`src/rtl/sprite_overlay.sv`:
```
// Hardware pointer sprite compositor: overlays a 2bpp SPRITE_W x SPRITE_H bitmap on scanout video
// with a fixed 2-cycle latency on every output. Define SPRITE_SCALE2X_EN to add 2x pixel scaling.
module sprite_overlay #(
  parameter int SPRITE_W = 32,
  parameter int SPRITE_H = 32,
  parameter int COORD_W  = 12
) (
  input  logic                                 dvi_clk,
  input  logic                                 areset,
  input  logic                                 sync_polarity,
  input  logic                                 in_hsync,
  input  logic                                 in_vsync,
  input  logic                                 in_active_video,
  input  logic [31:0]                          in_rgb,
  input  logic                                 sprite_enable,
  input  logic [COORD_W-1:0]                   sprite_x,
  input  logic [COORD_W-1:0]                   sprite_y,
`ifdef SPRITE_SCALE2X_EN
  input  logic                                 sprite_scale,
`endif
  input  logic                                 sprite_wr_en,
  input  logic [$clog2(SPRITE_W*SPRITE_H)-1:0] sprite_wr_addr,
  input  logic [1:0]                           sprite_wr_data,
  input  logic                                 sprite_col_wr_en,
  input  logic [1:0]                           sprite_col_idx,
  input  logic [23:0]                          sprite_col_data,
  output logic                                 out_hsync,
  output logic                                 out_vsync,
  output logic                                 out_active_video,
  output logic [31:0]                          out_rgb
);

  localparam int XB    = $clog2(SPRITE_W);
  localparam int YB    = $clog2(SPRITE_H);
  localparam int AW    = XB + YB;
  localparam int DEPTH = SPRITE_W * SPRITE_H;
  localparam logic [COORD_W-1:0] COORD_MAX = {COORD_W{1'b1}};
  localparam logic [COORD_W-1:0] WIN_W1    = COORD_W'(SPRITE_W);
  localparam logic [COORD_W-1:0] WIN_H1    = COORD_W'(SPRITE_H);
`ifdef SPRITE_SCALE2X_EN
  localparam logic [COORD_W-1:0] WIN_W2    = COORD_W'(2 * SPRITE_W);
  localparam logic [COORD_W-1:0] WIN_H2    = COORD_W'(2 * SPRITE_H);
`endif

  logic               vs_now_s;
  logic               vs_edge_s;
  logic               vs_asserted_r;
  logic               sh_en_r;
  logic [COORD_W-1:0] sh_x_r;
  logic [COORD_W-1:0] sh_y_r;
`ifdef SPRITE_SCALE2X_EN
  logic               sh_scale_r;
`endif
  logic [COORD_W-1:0] hpos_r;
  logic [COORD_W-1:0] vpos_r;
  logic [COORD_W-1:0] dx_s;
  logic [COORD_W-1:0] dy_s;
  logic               in_win_s;
  logic               hit_s;
  logic [AW-1:0]      rd_addr_s;
  logic [1:0]         bitmap_mem [DEPTH];
  logic [1:0]         rd_idx_r;
  logic               hit_r;
  logic [31:0]        rgb_r;
  logic               hs_r;
  logic               vs_r;
  logic               de_r;
  logic [23:0]        col1_r;
  logic [23:0]        col2_r;
  logic [23:0]        col3_r;
  logic [23:0]        sprite_rgb_s;

  assign vs_now_s  = in_vsync ^ sync_polarity;
  assign vs_edge_s = vs_now_s & ~vs_asserted_r;

  // Vsync edge detector; sprite controls are sampled only here so a frame never tears
  always_ff @(posedge dvi_clk or posedge areset) begin
    if (areset) begin
      vs_asserted_r <= 1'b0;
      sh_en_r       <= 1'b0;
      sh_x_r        <= {COORD_W{1'b0}};
      sh_y_r        <= {COORD_W{1'b0}};
`ifdef SPRITE_SCALE2X_EN
      sh_scale_r    <= 1'b0;
`endif
    end else begin
      vs_asserted_r <= vs_now_s;
      if (vs_edge_s) begin
        sh_en_r    <= sprite_enable;
        sh_x_r     <= sprite_x;
        sh_y_r     <= sprite_y;
`ifdef SPRITE_SCALE2X_EN
        sh_scale_r <= sprite_scale;
`endif
      end
    end
  end

  // Beam counters: hpos is the column of the pixel on the input, vpos counts active lines
  always_ff @(posedge dvi_clk or posedge areset) begin
    if (areset) begin
      hpos_r <= {COORD_W{1'b0}};
      vpos_r <= {COORD_W{1'b0}};
    end else begin
      if (!in_active_video) begin
        hpos_r <= {COORD_W{1'b0}};
      end else if (hpos_r != COORD_MAX) begin
        hpos_r <= hpos_r + {{(COORD_W-1){1'b0}}, 1'b1};
      end
      // A vsync edge wins over a coincident end-of-line
      if (vs_edge_s) begin
        vpos_r <= {COORD_W{1'b0}};
      end else if (de_r && !in_active_video && vpos_r != COORD_MAX) begin
        vpos_r <= vpos_r + {{(COORD_W-1){1'b0}}, 1'b1};
      end
    end
  end

  // Window test and bitmap address for the pixel currently on the input
  always_comb begin
    dx_s = hpos_r - sh_x_r;
    dy_s = vpos_r - sh_y_r;
`ifdef SPRITE_SCALE2X_EN
    in_win_s  = sh_scale_r ? ((dx_s < WIN_W2) && (dy_s < WIN_H2))
                           : ((dx_s < WIN_W1) && (dy_s < WIN_H1));
    rd_addr_s = sh_scale_r ? {dy_s[YB:1], dx_s[XB:1]}
                           : {dy_s[YB-1:0], dx_s[XB-1:0]};
`else
    in_win_s  = (dx_s < WIN_W1) && (dy_s < WIN_H1);
    rd_addr_s = {dy_s[YB-1:0], dx_s[XB-1:0]};
`endif
    hit_s = sh_en_r && in_active_video && (hpos_r >= sh_x_r) && (vpos_r >= sh_y_r) && in_win_s;
  end

  // Bitmap RAM: registered read sees pre-write contents on an address collision
  always_ff @(posedge dvi_clk) begin
    if (sprite_wr_en) begin
      bitmap_mem[sprite_wr_addr] <= sprite_wr_data;
    end
    rd_idx_r <= bitmap_mem[rd_addr_s];
  end

  // Stage 1: hold pixel, syncs and hit flag alongside the RAM read
  always_ff @(posedge dvi_clk or posedge areset) begin
    if (areset) begin
      hit_r <= 1'b0;
      rgb_r <= 32'h0000_0000;
      hs_r  <= 1'b0;
      vs_r  <= 1'b0;
      de_r  <= 1'b0;
    end else begin
      hit_r <= hit_s;
      rgb_r <= in_rgb;
      hs_r  <= in_hsync;
      vs_r  <= in_vsync;
      de_r  <= in_active_video;
    end
  end

  // Colour registers 1..3; index 0 is the transparent slot and has no storage
  always_ff @(posedge dvi_clk or posedge areset) begin
    if (areset) begin
      col1_r <= 24'h00_0000;
      col2_r <= 24'h00_0000;
      col3_r <= 24'h00_0000;
    end else if (sprite_col_wr_en) begin
      case (sprite_col_idx)
        2'd1:    col1_r <= sprite_col_data;
        2'd2:    col2_r <= sprite_col_data;
        2'd3:    col3_r <= sprite_col_data;
        default: ;
      endcase
    end
  end

  // Palette lookup of the bitmap index read in stage 1
  always_comb begin
    sprite_rgb_s = 24'h00_0000;
    case (rd_idx_r)
      2'd1:    sprite_rgb_s = col1_r;
      2'd2:    sprite_rgb_s = col2_r;
      2'd3:    sprite_rgb_s = col3_r;
      default: sprite_rgb_s = 24'h00_0000;
    endcase
  end

  // Stage 2: registered composited outputs
  always_ff @(posedge dvi_clk or posedge areset) begin
    if (areset) begin
      out_hsync        <= 1'b0;
      out_vsync        <= 1'b0;
      out_active_video <= 1'b0;
      out_rgb          <= 32'h0000_0000;
    end else begin
      out_hsync        <= hs_r;
      out_vsync        <= vs_r;
      out_active_video <= de_r;
      out_rgb          <= (hit_r && (rd_idx_r != 2'd0)) ? {8'h00, sprite_rgb_s} : rgb_r;
    end
  end

endmodule

```
`config.mk`:
```
export PLATFORM = sky130hd
export DESIGN_NAME = sprite_overlay
export DESIGN_NICKNAME = d
export VERILOG_FILES = /design/src/rtl/sprite_overlay.sv
export SDC_FILE = /design/constraint.sdc
export NUM_CORES = 2
export LEC_CHECK = 0
export ABC_AREA = 1
export BUFFER_PORTS_ARGS = -buffer_cell sky130_fd_sc_hd__buf_2
export CORE_ASPECT_RATIO = 0.9
export CORE_MARGIN = 2
export CORE_UTILIZATION = 50
export DETAILED_ROUTE_END_ITERATION = 10
export PLACE_DENSITY_LB_ADDON = 0.1
export RECOVER_POWER = 100
export SYNTH_ARGS = -nofsm -noshare
export SYNTH_HDL_FRONTEND = slang
export SYNTH_SLANG_ARGS = --single-unit
```
`constraint.sdc`:
```
create_clock -name dvi_clk -period 8.6 [get_ports dvi_clk]
set_input_delay 2.58 -clock dvi_clk [delete_from_list [all_inputs] [get_ports dvi_clk]]
set_output_delay 2.58 -clock dvi_clk [all_outputs]
set_load 0.02 [all_outputs]
```
Word-level counts from Yosys, hierarchy flattened
Memory sizes are Yosys's and may differ from the RTL's. A register that Yosys moved wholly into a read port is not among the register bits.
Index checks and enable logic that the tools add are counted.
- bits in registers: 193
- RAM bits: 2048
- input port bits: 103
- output and inout port bits: 35
- logic and storage cells: 61
- memories kept: 1
- $add $sub $neg: 4
- order comparisons: 4
- eq/ne operators: 9
- mux-type cells: 8
- bitwise operators: 3
- reduce and logical (&&, ||, !) cells: 14
- memories (memory ; words ; bits a word ; read ports ; clocked after memory_dff ; wr ports ; RTL line ; source):
    bitmap_mem ; 1024 ; 2 ; 1 ; 1 ; 1 ; 61 ; logic [1:0] bitmap_mem [DEPTH];
- operators with widths (kind ; number):
    24-bit case mux with 3 select lines ; 1
    12-bit two-way mux ; 4
    32-bit two-way mux ; 1
    12-bit by 1-bit adder with 12-bit output (second input constant) ; 2
    12-bit greater-or-equal comparator ; 2
    12-bit by 6-bit < comparator with 1-bit output (second input constant) ; 2
    12-bit inequality test (second input constant) ; 2
    12-bit subtractor ; 2
    2-bit equality test (second input constant) ; 4
    1-bit logical AND ; 8
    2-bit AND reduction ; 3
    2-bit by 1-bit equality test with 1-bit output (second input constant) ; 2
    2-bit nonzero test ; 2
    1-bit two-way mux ; 2
    2-bit by 1-bit inequality test with 1-bit output (second input constant) ; 1
    1-bit bitwise AND ; 1
    1-bit logical NOT ; 1
    1-bit inverter ; 1
    1-bit bitwise XOR ; 1

Depth between registers and ports, before layout
- word-level depth: 5
- mapped depth: 21
- depth with buffers taken out: 17

Worst setup path before layout
OpenSTA, ideal clock, no wires.
- path kind: input port to flip-flop
- start point: in sprite_wr_addr[4]
- end point: mem bitmap_mem[443][0], enable pin
- library setup time: 0.309 ns
- data arrival time: 3.780 ns
- slack: 4.511 ns
- cell stages on the path: 8
- buffers on the path: 2
- cells stage by stage: inv_1 nor3_1 inv_1 nor2_1 nand2_1 clkbuf_1 buf_1 nor2_1
- RTL lines (what ; RTL line ; source):
    from (decl) ; 22 ; input logic [$clog2(SPRITE_W*SPRITE_H)-1:0] sprite_wr_addr,
    to (decl) ; 61 ;
No word-level cell before the write port.

Worst setup path after layout
- start point: in sprite_wr_en
- end point: mem bitmap_mem[465][0], enable pin
- cells in the longest elaborated chain, start to end: 2
- RTL lines (what ; RTL line ; source):
    from (decl) ; 21 ; input logic sprite_wr_en,
    1-bit two-way mux ; 137 ; if (sprite_wr_en) begin
    1-bit two-way mux (not written as such) ; 138 ; bitmap_mem[sprite_wr_addr] <= sprite_wr_data;
No other way between the ends.

==> out/summary.log <==
qor: finish.flow.area_growth_from_synthesis 9.67%
qor: critical_path.critical_path.endpoint_type flop
qor: clock_network.clkTransAtPathRegs 0.06 ns
qor: logic_synthesis.post_synth_inst_count 9668
qor: logic_synthesis.synth_seq_area_share 68.1%
qor: critical_path.startpoint_type input pin
qor: clock_network.cts_root_buffer sky130_fd_sc_hd__clkbuf_16
qor: sta.worst_slew_pin_slew 4.55 ns
qor: logic_synthesis.postSynth.topFlopCell sky130_fd_sc_hd__edfxtp_1
qor: drt.route.detailed.vias_per_inst 5.59
qor: die.start_util 50.4%
qor: sta.max_slew_margin -203%
qor: drt.wl_per_cell 22.3 um
qor: clock_network.worstSkewPairLatency 0.87 ns
qor: clock_network.number_of_clock_buffers_inserted_by_tritoncts 226
qor: clock_network.post_cts_setup_buffer_count 0
qor: grt.wire_length_of_the_first_global_routing_pass 406 mm
qor: sta.hold_viol_final 0
qor: logic_synthesis.area_fraction_of_the_dominant_cell_type_after_synthesis 63.1%
qor: die.die-area 198000 um2
qor: drt.detail_route.first_pass.iterations 6
qor: flow_run.maxCapViolations 43
qor: status.outcome finished, violations left
qor: grt.global_route.overflow_total 0
qor: place.gp_congestion 0.780
qor: pwr.max-vdd-ir-drop 0.217 mV
qor: clock_network.clock_tree.htree_level_count 4
qor: logic_synthesis.fraction_of_registers_with_async_set_or_reset_after_synthesis 8.60%
qor: grt.number_of_global_route_vias_before_repair 66.4k
qor: die.die_height 423 um
qor: grt.pin_count_of_the_biggest_net_entering_global_routing 232
qor: critical_path.worst-setup-path-type input pin to flop
qor: finish.layout-drive-gt1-share 5.63%
qor: sta.post-route-period-util 79.2%
qor: sta.period_needed 6.81 ns
qor: worst_hold_path.worstHoldPathCells 0
qor: clock_network.cts_resized 0
qor: finish.final_cell_area 107000 um2
qor: logic_synthesis.mappedNetlistArea 97400 um2
qor: sta.final_report_setup_violation_count 0
qor: grt.grt_use_total 27.2%
qor: grt.antenna_found_initial 17
qor: sta.grt_setup_unrepaired false
qor: sta.finalSetupTns 0 ns
qor: die.coreArea 193000 um2
qor: critical_path.cp_data_arrival_time 7.26 ns
qor: critical_path.cp_data_required_time 9.05 ns
qor: logic_synthesis.synth_edf_count 2048
qor: status.violations max-capacitance violations, max-slew violations
qor: die.rows 153
qor: critical_path.r2r.worst_path.cells 5
qor: drt.detailroute.via_count 68.3k
qor: sta.max_freq 147 MHz
qor: sta.setup_skew 0.0300 ns
qor: place.placed_area 100000 um2
qor: critical_path.crit_fanout 23
qor: die.io_pins 138
qor: logic_synthesis.synth_top_cell_by_area sky130_fd_sc_hd__edfxtp_1
qor: logic_synthesis.syn-num-nets 9799
qor: place.hpwlAfterDp 137 mm
qor: finish.finish.net_count 9605
qor: drt.drtAntennaViolNets 0
qor: drt.routed_wirelength 272 mm
qor: logic_synthesis.synth_cell_types 39
qor: clock_network.clock_sink_count 2243
qor: die.die_width 469 um
qor: place.port_buffers 137
qor: logic_synthesis.ys.warnings.count 0
qor: clock_network.cts_tree done
qor: clock_network.ctsLongestPathBuffers 3
qor: sta.drv_slew 2679
qor: worst_hold_path.path_category_of_the_worst_min_delay_check flop to flop
qor: drt.drcViolationCount 0
qor: logic_synthesis.yosys-top-cells-area sky130_fd_sc_hd__edfxtp_1 (63%), sky130_fd_sc_hd__nor2_1 (9.5%), sky130_fd_sc_hd__nand2_1 (7.7%)
qor: logic_synthesis.synthesis.area_per_instance 10.1 um2
qor: pwr.p_per_area 276 nW/um2
qor: logic_synthesis.synth_seq_cells 2243
qor: drt.drc_violation_total_after_the_first_tritonroute_iteration 7616
qor: clock_network.cts_hold_buf 0
qor: pwr.power_leakage 38.7 nW
==> per-layer routing <==
layer,vias up,wire length (um),global-route usage [%]
li1,32000,-,-
met1,33600,117000,37.6
met2,2351,129000,45.1
met3,410,19100,3.43
met4,0,7680,8.08
met5,-,0,0
==> cell families after synthesis <==
family                     synth area share (%)
buffers and inverters                      4.41
xor gates and xnor gates                  0.132
adders and majority gates                 0.375
and+or+nand+nor                            22.2
AOI/OAI and AO/OA                          4.72
DFF                                        68.1
==> worst paths after layout <==
path | start | endpoint | slack, ns
min in group asynchronous | areset | out_rgb[25]$_DFF_PP0_ | 1.90
hold / removal | hs_r$_DFF_PP0_ | out_hsync$_DFF_PP0_ | 0.35
max in group asynchronous | areset | hpos_r[9]$_DFFE_PP0P_ | 2.99
setup reg to reg | rd_idx_r[0]$_DFF_P_ | out_rgb[5]$_DFF_PP0_ | 3.51
hold reg to reg | hs_r$_DFF_PP0_ | out_hsync$_DFF_PP0_ | 0.35
setup / recovery | sprite_wr_en | bitmap_mem[465][0]$_DFFE_PP_ | 1.79
==> final cells by class <==
cell class                 instances  area, um2
tap                             2557       3200
inverter                         380       1460
antenna                            7       17.5
multi-input combinational       6363      27000
sequential                      2243      66400
clock inverter                   131       1110
clock buffer                     294       6080
fill                           17000      86500
timing repair buffer             260       1610
==> registers in the layout, summed over array words and instances (netlist names), 2 cells and up <==
| register | flops |
|---|---|
| col2_r | 24 |
| rgb_r | 32 |
| sh_y_r | 12 |
| col1_r | 24 |
| col3_r | 24 |
| rd_idx_r | 2 |
| out_rgb | 32 |
| vpos_r | 12 |
| sh_x_r | 12 |
| hpos_r | 12 |
| bitmap_mem | 2048 |
==> placed cells by master (no fill, tap or decap), drive strengths merged, types with 3 or more instances in the layout <==
cell type / Yosys / routed
nor2: 2461 / 2461
edfxtp: 2048 / 2048
nand2: 2002 / 2002
nand3: 918 / 918
o21ai: 798 / 798
inv: 378 / 385
clkbuf: 373 / 377
dfrtp: 193 / 193
buf: 309 / 177
clkinv: 2 / 110
nor3: 33 / 33
a21oi: 30 / 30
ha: 26 / 26
o22a: 16 / 16
bufinv: 0 / 14
nand4: 11 / 11
o21a: 11 / 11
o211ai: 9 / 9
a31oi: 9 / 9
diode: 0 / 7
xor2: 7 / 7
xnor2: 6 / 6
nor4: 5 / 5
a21o: 5 / 5
or2: 3 / 3
a221oi: 3 / 3
nand3b: 3 / 3
==> worst max-delay path, cell delays in order <==
cell                       delay (ns)
sky130_fd_sc_hd__clkbuf_1        0.38
sky130_fd_sc_hd__nand4_1         0.25
sky130_fd_sc_hd__clkbuf_1        1.16
sky130_fd_sc_hd__clkbuf_1        2.59
sky130_fd_sc_hd__nor2_1          0.27
==> cells in the mapped netlist (2+ instances only) <==
master                     instances
sky130_fd_sc_hd__fa_1              2
sky130_fd_sc_hd__nand4_1          11
sky130_fd_sc_hd__a21o_1            5
sky130_fd_sc_hd__a221oi_1          3
sky130_fd_sc_hd__o211ai_1          9
sky130_fd_sc_hd__edfxtp_1       2048
sky130_fd_sc_hd__dfrtp_1         193
sky130_fd_sc_hd__o21ai_1          30
sky130_fd_sc_hd__nor3_1           33
sky130_fd_sc_hd__dfxtp_1           2
sky130_fd_sc_hd__clkbuf_1        373
sky130_fd_sc_hd__a31oi_1           9
sky130_fd_sc_hd__nand3_1         918
sky130_fd_sc_hd__clkinv_1          2
sky130_fd_sc_hd__o22ai_1           2
sky130_fd_sc_hd__o22a_1           16
sky130_fd_sc_hd__buf_1            69
sky130_fd_sc_hd__o21a_1           11
sky130_fd_sc_hd__xnor2_1           5
sky130_fd_sc_hd__a21oi_1          30
sky130_fd_sc_hd__ha_1             26
sky130_fd_sc_hd__inv_1           376
sky130_fd_sc_hd__xor2_1            6
sky130_fd_sc_hd__nand3b_1          3
sky130_fd_sc_hd__or2_2             3
sky130_fd_sc_hd__o21ai_0         767
sky130_fd_sc_hd__buf_2           239
sky130_fd_sc_hd__nor2_1         2461
sky130_fd_sc_hd__nor4_1            5
sky130_fd_sc_hd__nand2_1        2002
==> report_power, final <==
group	total [mW]	leakage [nW]	switching [mW]	internal, mW
registers	12.1	20.8	0.0492	12.0
logic	7.75	14.4	5.62	2.13
clock network	9.61	3.53	4.21	5.40
==> through the flow <==
| step | cells | hold slack, ns | setup slack [ns] | util, % | power (mW) |
|---|---|---|---|---|---|
| 5_1_grt | 12200 | 0.363 | 1.78 | 55.3 | 30.9 |
| 3_3_place_gp | 11800 | 0.333 | 3.00 | 51.7 | 19.9 |
| 4_1_cts | 12200 | 0.349 | 3.61 | 55.5 | 29.5 |
| 2_1_floorplan | 9668 | 0.331 | 0.764 | - | 17.5 |
| 6_report | 12200 | 0.346 | 1.79 | 55.3 | 29.4 |
| 3_5_place_dp | 11800 | 0.337 | 2.88 | 51.7 | 20.0 |
Power figures use the tool's default switching activity.
